**src/rtl/umi_arb_pkg.sv**
```systemverilog
// umi_arb_pkg: shared constants and helpers for the UMI arbiter
package umi_arb_pkg;
    localparam int UMI_WRITE_BIT = 0;
    localparam int N_DEF = 4;
    localparam int PTR_W_DEF = $clog2(N_DEF);

    function automatic int ptr_w(input int n);
        return $clog2(n);
    endfunction

    function automatic int next_idx(input int idx, input int n);
        return (idx == n - 1) ? 0 : idx + 1;
    endfunction
endpackage

```
**src/rtl/umi_arbiter_if.sv**
```systemverilog
// umi_arbiter_if: requester-side and consumer-side signals of the arbiter
interface umi_arbiter_if
    import umi_arb_pkg::*;
#(
    parameter int N  = N_DEF,
    parameter int UW = 256
);
    logic [N-1:0]          in_valid;
    logic [N*UW-1:0]       in_packet;
    logic [N-1:0]          in_ready;
    logic                  out_valid;
    logic [UW-1:0]         out_packet;
    logic                  out_ready;
    logic [ptr_w(N)-1:0]   grant_id;

    modport slave (
        input  in_valid, in_packet, out_ready,
        output in_ready, out_valid, out_packet, grant_id
    );
    modport master (
        output in_valid, in_packet, out_ready,
        input  in_ready, out_valid, out_packet, grant_id
    );
endinterface

```
**src/rtl/umi_rr_arbiter.sv**
```systemverilog
// umi_rr_arbiter: combinational round-robin pick starting at ptr
module umi_rr_arbiter
    import umi_arb_pkg::*;
#(
    parameter int N = N_DEF
) (
    input  logic [N-1:0]          req,
    input  logic [ptr_w(N)-1:0]   ptr,
    input  logic                  en,
    output logic [N-1:0]          gnt,
    output logic [ptr_w(N)-1:0]   gnt_idx
);
    localparam int PW = ptr_w(N);

    function automatic int wrap(input int j);
        return (j >= N) ? j - N : j;
    endfunction

    logic found;

    // first requester at or after ptr, wrapping past N-1
    always_comb begin
        gnt     = '0;
        gnt_idx = '0;
        found   = 1'b0;
        for (int k = 0; k < N; k++) begin
            if (en && !found && req[wrap(int'(ptr) + k)]) begin
                found                       = 1'b1;
                gnt[wrap(int'(ptr) + k)]    = 1'b1;
                gnt_idx                     = PW'(wrap(int'(ptr) + k));
            end
        end
    end
endmodule

```
**src/rtl/umi_arbiter.sv**
```systemverilog
// umi_arbiter: two-class round-robin arbiter with starvation guard and registered output
module umi_arbiter
    import umi_arb_pkg::*;
#(
    parameter int N            = N_DEF,
    parameter int AW           = 64,
    parameter int UW           = 256,
    parameter int STARVE_LIMIT = 8
) (
    input  logic        clk,
    input  logic        nreset,
    umi_arbiter_if.slave bus
);
    localparam int PW = ptr_w(N);
    localparam int SW = $clog2(STARVE_LIMIT + 2);
    localparam bit CFG_OK = (AW == 64) && (UW == 256);

    logic [N-1:0]  hi_req, lo_req, hi_gnt, lo_gnt, grant;
    logic [PW-1:0] hi_idx, lo_idx, gnt_idx;
    logic [PW-1:0] hi_ptr_q, hi_ptr_d, lo_ptr_q, lo_ptr_d, grant_id_q, grant_id_d;
    logic [SW-1:0] starve_q, starve_d;
    logic          out_valid_q, out_valid_d;
    logic [UW-1:0] out_packet_q, out_packet_d;
    logic          force_lo, hi_sel, load, xfer;

    // split requests into classes by the write bit
    always_comb begin
        hi_req = '0;
        lo_req = '0;
        for (int i = 0; i < N; i++) begin
            hi_req[i] = bus.in_valid[i] &  bus.in_packet[i*UW + UMI_WRITE_BIT];
            lo_req[i] = bus.in_valid[i] & ~bus.in_packet[i*UW + UMI_WRITE_BIT];
        end
    end

    assign force_lo = (STARVE_LIMIT != 0) && (starve_q == SW'(STARVE_LIMIT)) && |lo_req;
    assign hi_sel   = |hi_req && !force_lo;

    umi_rr_arbiter #(.N(N)) u_hi (.req(hi_req), .ptr(hi_ptr_q), .en(hi_sel),  .gnt(hi_gnt), .gnt_idx(hi_idx));
    umi_rr_arbiter #(.N(N)) u_lo (.req(lo_req), .ptr(lo_ptr_q), .en(!hi_sel), .gnt(lo_gnt), .gnt_idx(lo_idx));

    assign grant        = hi_gnt | lo_gnt;
    assign gnt_idx      = hi_sel ? hi_idx : lo_idx;
    assign load         = CFG_OK && (!out_valid_q || bus.out_ready);
    assign xfer         = load && |grant;
    assign bus.in_ready = (load && nreset) ? grant : '0;
    assign bus.out_valid  = out_valid_q;
    assign bus.out_packet = out_packet_q;
    assign bus.grant_id   = grant_id_q;

    // next state: load granted packet, advance the winning class pointer, track starvation
    always_comb begin
        out_valid_d  = load ? xfer : out_valid_q;
        out_packet_d = xfer ? bus.in_packet[gnt_idx*UW +: UW] : out_packet_q;
        grant_id_d   = xfer ? gnt_idx : grant_id_q;
        hi_ptr_d     = (xfer && hi_sel)  ? PW'(next_idx(int'(hi_idx), N)) : hi_ptr_q;
        lo_ptr_d     = (xfer && !hi_sel) ? PW'(next_idx(int'(lo_idx), N)) : lo_ptr_q;
        starve_d     = !xfer ? starve_q :
                       (hi_sel && |lo_req) ? ((starve_q == SW'(STARVE_LIMIT)) ? starve_q : starve_q + 1'b1) :
                       '0;
    end

    // state registers, cleared asynchronously
    always_ff @(posedge clk or negedge nreset) begin
        if (!nreset) begin
            out_valid_q  <= 1'b0;
            out_packet_q <= '0;
            grant_id_q   <= '0;
            hi_ptr_q     <= '0;
            lo_ptr_q     <= '0;
            starve_q     <= '0;
        end else begin
            out_valid_q  <= out_valid_d;
            out_packet_q <= out_packet_d;
            grant_id_q   <= grant_id_d;
            hi_ptr_q     <= hi_ptr_d;
            lo_ptr_q     <= lo_ptr_d;
            starve_q     <= starve_d;
        end
    end
endmodule

```
**src/flat_wrapper.sv**
```systemverilog
// flat-port wrapper written by rule: the top's interface ports become plain ports
module umi_arbiter_flat import umi_arb_pkg::*;
#(
    parameter int N            = N_DEF,
    parameter int AW           = 64,
    parameter int UW           = 256,
    parameter int STARVE_LIMIT = 8
)
  (clk, nreset, bus_in_valid, bus_in_packet, bus_out_ready, bus_in_ready, bus_out_valid, bus_out_packet, bus_grant_id);
  umi_arbiter_if #(.N(N), .UW(UW)) bus_i ();
  input  logic clk;
  input  logic nreset;
  input wire logic [$bits(bus_i.in_valid)-1:0] bus_in_valid;
  input wire logic [$bits(bus_i.in_packet)-1:0] bus_in_packet;
  input wire logic [$bits(bus_i.out_ready)-1:0] bus_out_ready;
  output wire logic [$bits(bus_i.in_ready)-1:0] bus_in_ready;
  output wire logic [$bits(bus_i.out_valid)-1:0] bus_out_valid;
  output wire logic [$bits(bus_i.out_packet)-1:0] bus_out_packet;
  output wire logic [$bits(bus_i.grant_id)-1:0] bus_grant_id;
  assign bus_i.in_valid = bus_in_valid;
  assign bus_i.in_packet = bus_in_packet;
  assign bus_i.out_ready = bus_out_ready;
  assign bus_in_ready = bus_i.in_ready;
  assign bus_out_valid = bus_i.out_valid;
  assign bus_out_packet = bus_i.out_packet;
  assign bus_grant_id = bus_i.grant_id;
  umi_arbiter #(.N(N), .AW(AW), .UW(UW), .STARVE_LIMIT(STARVE_LIMIT)) u_core (.clk(clk), .nreset(nreset), .bus(bus_i));
endmodule
```
**config.mk**
```make
export PLATFORM = sky130hd
export DESIGN_NAME = umi_arbiter_flat
export DESIGN_NICKNAME = d
export VERILOG_FILES = /design/src/rtl/umi_arb_pkg.sv /design/src/rtl/umi_arbiter_if.sv /design/src/rtl/umi_rr_arbiter.sv /design/src/rtl/umi_arbiter.sv /design/src/flat_wrapper.sv
export SDC_FILE = /design/constraint.sdc
export NUM_CORES = 1
export LEC_CHECK = 0
export CAP_MARGIN = 20
export CORE_AREA = 2 2 505 507
export CTS_BUF_LIST = sky130_fd_sc_hd__clkbuf_2 sky130_fd_sc_hd__clkbuf_4 sky130_fd_sc_hd__clkbuf_8
export CTS_CLUSTER_DIAMETER = 80
export CTS_CLUSTER_SIZE = 25
export DETAILED_ROUTE_END_ITERATION = 10
export DIE_AREA = 0 0 507 509
export GPL_TIMING_DRIVEN = 0
export PLACE_DENSITY = 0.3
export SYNTH_ARGS = -nofsm -noshare
export SYNTH_HDL_FRONTEND = slang
export SYNTH_HIERARCHICAL = 1
export SYNTH_SLANG_ARGS = --single-unit
```
**constraint.sdc**
```tcl
create_clock -name clk -period 3.9 [get_ports clk]
set_input_delay 0.585 -clock clk [delete_from_list [all_inputs] [get_ports clk]]
set_output_delay 0.585 -clock clk [all_outputs]
set_load 0.01 [all_outputs]
```
==> impl_metrics.yaml <==
outcome:
  status: "finished with violations"
  violations: "setup timing"
timing:
  slew_headroom_pct: 50.8
  final-hold-violation-count: 0
  setup-violations-final: 216
  final.setup_skew_ps: 58.9
  fin_ws_ps: -218
  tns_ps: -16210
  worst_pin_slew_ps: 736
  fmaxAchievable_mhz: 243
  layout_worst_path_cycle_share_pct: 106
  setup_repair_after_global_routing_missed_its_margin: "yes"
  finalMaxSlewViolations: 0
  period_needed_ps: 4120
logic_synthesis:
  synth.yosys.seq_area_share_pct: 37.5
  post_synth_instance_area_um2: 17800
  ys_seq_elements: 267
  synth_cell_type_count: 60
  post_synth_inst_count: 2194
  fraction_of_synthesized_cell_area_taken_by_the_top_area_cell_type_pct: 37.5
  synth_area_leaders: "sky130_fd_sc_hd__dfrtp_1 (37%), sky130_fd_sc_hd__a311oi_1 (12%), sky130_fd_sc_hd__nand2_1 (11%)"
  syn-mean-instance-area_um2: 8.13
  synth_top_cell_by_area: "sky130_fd_sc_hd__dfrtp_1"
  synth_edf_count: 0
  asyncSetResetFlopFracSynth_pct: 100
  synthesis_warnings: 6
  postSynth.topFlopCell: "sky130_fd_sc_hd__dfrtp_1"
  mappedNetlistNets: 3244
power_and_ir_drop:
  total_power_w: 0.0449
  p_leak_nw: 15.2
  power_density_over_the_cells_nw_per_um2: 1040
  peak_supply_drop_v: 0.000487
cts:
  cts-root-buf: "sky130_fd_sc_hd__clkbuf_8"
  total_number_of_h_tree_levels: 2
  cts.reportedPaths.clkPinSlew_ps: 90
  tritoncts: "built"
  clk_latency_ps: 800
  cts-buffers-inserted: 49
  cts_buffer_depth: 3
  clkSinkCount: 267
global_route:
  maximum_number_of_pins_on_one_net_before_global_route_repair: 80
  grt_first_pass_wirelength_um: 298000
  grt_overflow: 0
  gr-usage-all-layers_pct: 17.8
  initial_antenna_violation_count: 176
  grt_pass1_vias: 26600
worst_setup_path:
  cp.arrival_ps: 4790
  worst-setup-path-type: "primary input to flop"
  critical-path-max-stage-delay_ps: 770
  path_buf_inv: 9
  startpoint_type: "primary input"
  cpMaxStageDelayCell: "sky130_fd_sc_hd__clkdlybuf4s50_1"
  critical_path.cell_chain: "clkdlybuf4s50_1 -> nor2b_4 -> buf_4 -> mux4_2 -> or3_4 -> a2111oi_4 -> buf_4 -> a221o_1 -> nor2_4 -> nand4_1 -> and2_4 -> buf_12 -> buf_12 -> clkbuf_16 -> buf_16 -> buf_12 -> buf_12 -> nor2_1 -> a311oi_1"
  path_common_cell: "sky130_fd_sc_hd__buf_12"
  worstPathRequired_ps: 4580
  critical_path.max_fanout: 9
  crit_family: "buffers and inverters"
  crit_path_end_kind: "flop"
routing:
  routed_via_density: 3.54
  detail_route.first_pass.iterations: 5
  detail_route.wirelength_um: 244000
  vias: 25300
  wl_per_cell_um: 34.1
  post-route-drc-count: 0
  drt_iter0_drc: 1336
  postRouteAntennaNets: 0
layout:
  layoutNonFillerInstCount: 7147
  layout.filler_cells: 28500
  num-nets-final: 4739
  utilization_pct: 17.0
  multi_input_comb_area_um2: 12800
  area_delta_synth_final_pct: 141
  final-seq-area_um2: 6690
  drive_above_1_share_pct: 24.0
floorplan:
  die_height_um: 509
  floorplan.rows: 185
  chipWidth_um: 507
  dieArea_um2: 258000
  floorplan.initialDensity_pct: 7.06
  num_io_pins: 1294
  floorplan.core_area_um2: 253000
place:
  globalplace.congestion: 0.891
  place.detailed.instances: 6862
  port_buffers: 1293
  dp_hpwl_um: 201000
run:
  cap_viol_max_count: 0
hold_path:
  holdCritPathClass: "primary input to asynchronous set/reset pin"
==> cell usage after synthesis (2+ instances only) <==
cell / number
sky130_fd_sc_hd__mux4_2: 5
sky130_fd_sc_hd__clkbuf_1: 63
sky130_fd_sc_hd__nor3_1: 2
sky130_fd_sc_hd__o21ai_0: 10
sky130_fd_sc_hd__nand3b_1: 4
sky130_fd_sc_hd__ha_1: 19
sky130_fd_sc_hd__and2_0: 29
sky130_fd_sc_hd__o31ai_1: 2
sky130_fd_sc_hd__mux2_4: 2
sky130_fd_sc_hd__o41ai_1: 2
sky130_fd_sc_hd__nand2_1: 537
sky130_fd_sc_hd__nand2b_1: 5
sky130_fd_sc_hd__inv_1: 17
sky130_fd_sc_hd__a211oi_1: 258
sky130_fd_sc_hd__mux2i_1: 9
sky130_fd_sc_hd__o41ai_2: 2
sky130_fd_sc_hd__a31oi_1: 2
sky130_fd_sc_hd__a222oi_1: 4
sky130_fd_sc_hd__buf_1: 20
sky130_fd_sc_hd__nand3_1: 2
sky130_fd_sc_hd__and2b_2: 3
sky130_fd_sc_hd__a221o_1: 4
sky130_fd_sc_hd__mux2_2: 3
sky130_fd_sc_hd__buf_2: 110
sky130_fd_sc_hd__a22oi_1: 3
sky130_fd_sc_hd__nor2b_1: 8
sky130_fd_sc_hd__nor2_1: 267
sky130_fd_sc_hd__buf_6: 9
sky130_fd_sc_hd__o211ai_1: 3
sky130_fd_sc_hd__buf_4: 2
sky130_fd_sc_hd__o22ai_1: 2
sky130_fd_sc_hd__a311oi_1: 248
sky130_fd_sc_hd__a311oi_2: 8
sky130_fd_sc_hd__a21oi_1: 7
sky130_fd_sc_hd__and2_1: 232
sky130_fd_sc_hd__dfrtp_1: 267
==> sequential cells by signal (all words and copies together) (netlist names) <==
register,cells
u_core/bus.out_packet,256
u_core/starve_q,4
u_core/bus.grant_id,2
u_core/hi_ptr_q,2
u_core/lo_ptr_q,2
u_core/bus.out_valid,1
==> cell usage in the layout (no fill, tap or decap), types with 29 or more instances in the layout <==
master                            count
sky130_fd_sc_hd__and2_1             228
sky130_fd_sc_hd__dfrtp_1            263
sky130_fd_sc_hd__a311oi_2           113
sky130_fd_sc_hd__clkbuf_8            62
sky130_fd_sc_hd__buf_6               43
sky130_fd_sc_hd__clkdlybuf4s50_1   1288
sky130_fd_sc_hd__diode_2             53
sky130_fd_sc_hd__a311oi_1           141
sky130_fd_sc_hd__a211oi_2           149
sky130_fd_sc_hd__nand2_1            534
sky130_fd_sc_hd__a211oi_4            53
sky130_fd_sc_hd__nor2_4              37
sky130_fd_sc_hd__buf_2               35
sky130_fd_sc_hd__a211oi_1            56
sky130_fd_sc_hd__nor2_2              29
sky130_fd_sc_hd__clkbuf_16           54
sky130_fd_sc_hd__buf_4              104
sky130_fd_sc_hd__nor2_1             201
sky130_fd_sc_hd__buf_12              64
==> repair_timing <==
item / in CTS / in global routing
endpoints found under the setup margin: 270 / 265
resized for setup: 732 / 336
endpoints found under the hold margin: 47 / 0
hold buffers: 1 / 0
setup buffers: 70 / 43
pin swaps: 75 / 72
cloned: 23 / 30
==> routing by layer <==
| metal | part of all wire [%] | global-route usage, % |
|---|---|---|
| met1 | 38 | 19.2 |
| met4 | 3.2 | 4.51 |
| met3 | 12 | 10.0 |
| met2 | 47 | 29.8 |
| met5 | 0.25 | 0 |
==> final cells by class <==
| cell class | count | area share, % |
|---|---|---|
| timing repair buffer | 1461 | 36.4 |
| multi-input combinational | 1706 | 29.7 |
| sequential | 267 | 15.6 |
| tap | 3366 | 9.80 |
| buffer | 187 | 5.37 |
| clock buffer | 53 | 1.65 |
| clock inverter | 37 | 1.04 |
| antenna | 53 | 0.309 |
| inverter | 17 | 0.183 |
==> power by group <==
part	switching, W	total [W]	internal (W)	leakage, nW
registers	0.00121	0.00564	0.00442	2.97
clock network	0.00185	0.00361	0.00177	0.581
logic	0.0196	0.0356	0.0160	11.7
==> metrics by stage <==
stage / hold WS, ps / area (um2) / setup WS (ps)
CTS: 197 / 40600 / -304
floorplan: 289 / 17900 / 0.0724
detailed placement: 468 / 35200 / -3610
finish: 328 / 43000 / -218
global route: 251 / 42900 / -410
global placement: 460 / 35000 / -14140
==> path summary, 6_finish.rpt <==
check	from	depth (start not counted)	slack, ps	end
max reg2reg	u_core/lo_ptr_q[0]	18	-190	u_core/bus.out_packet[86]
min in group clk	bus_in_packet[294]	3	350	u_core/bus.out_packet[38]
max	bus_in_packet[512]	19	-220	u_core/bus.out_packet[86]
min	nreset	2	330	u_core/bus.out_packet[50]
min reg2reg	u_core/bus.grant_id[1]	2	490	u_core/bus.grant_id[1]
max in group asynchronous	nreset	3	2500	u_core/bus.out_packet[190]
==> kinds of logic (layout without fill, tap and decap cells) <==
logic type	Yosys count	in the layout	synth area share [%]
compound gates	566	566	26.1
fa+ha+maj	19	19	1.33
buf+inv	222	1755	5.87
flops	267	267	37.5
mux	20	21	1.62
other cells	0	53	0
simple gates	1100	1100	27.6
==> worst reg2reg max path, stage by stage (launching register included) <==
cell and delay, ps:
sky130_fd_sc_hd__dfrtp_2 420, sky130_fd_sc_hd__clkinvlp_4 130, sky130_fd_sc_hd__ha_4 290, sky130_fd_sc_hd__mux4_2 500, sky130_fd_sc_hd__or3_4 420, sky130_fd_sc_hd__a2111oi_4 280
sky130_fd_sc_hd__buf_4 190, sky130_fd_sc_hd__a221o_1 190, sky130_fd_sc_hd__nor2_4 60, sky130_fd_sc_hd__nand4_1 110, sky130_fd_sc_hd__and2_4 230, sky130_fd_sc_hd__buf_12 130
sky130_fd_sc_hd__buf_12 120, sky130_fd_sc_hd__clkbuf_16 160, sky130_fd_sc_hd__buf_16 150, sky130_fd_sc_hd__buf_12 180, sky130_fd_sc_hd__buf_12 160, sky130_fd_sc_hd__nor2_1 50
sky130_fd_sc_hd__a311oi_1 270
No activity file was read; power rests on OpenSTA's default activity.
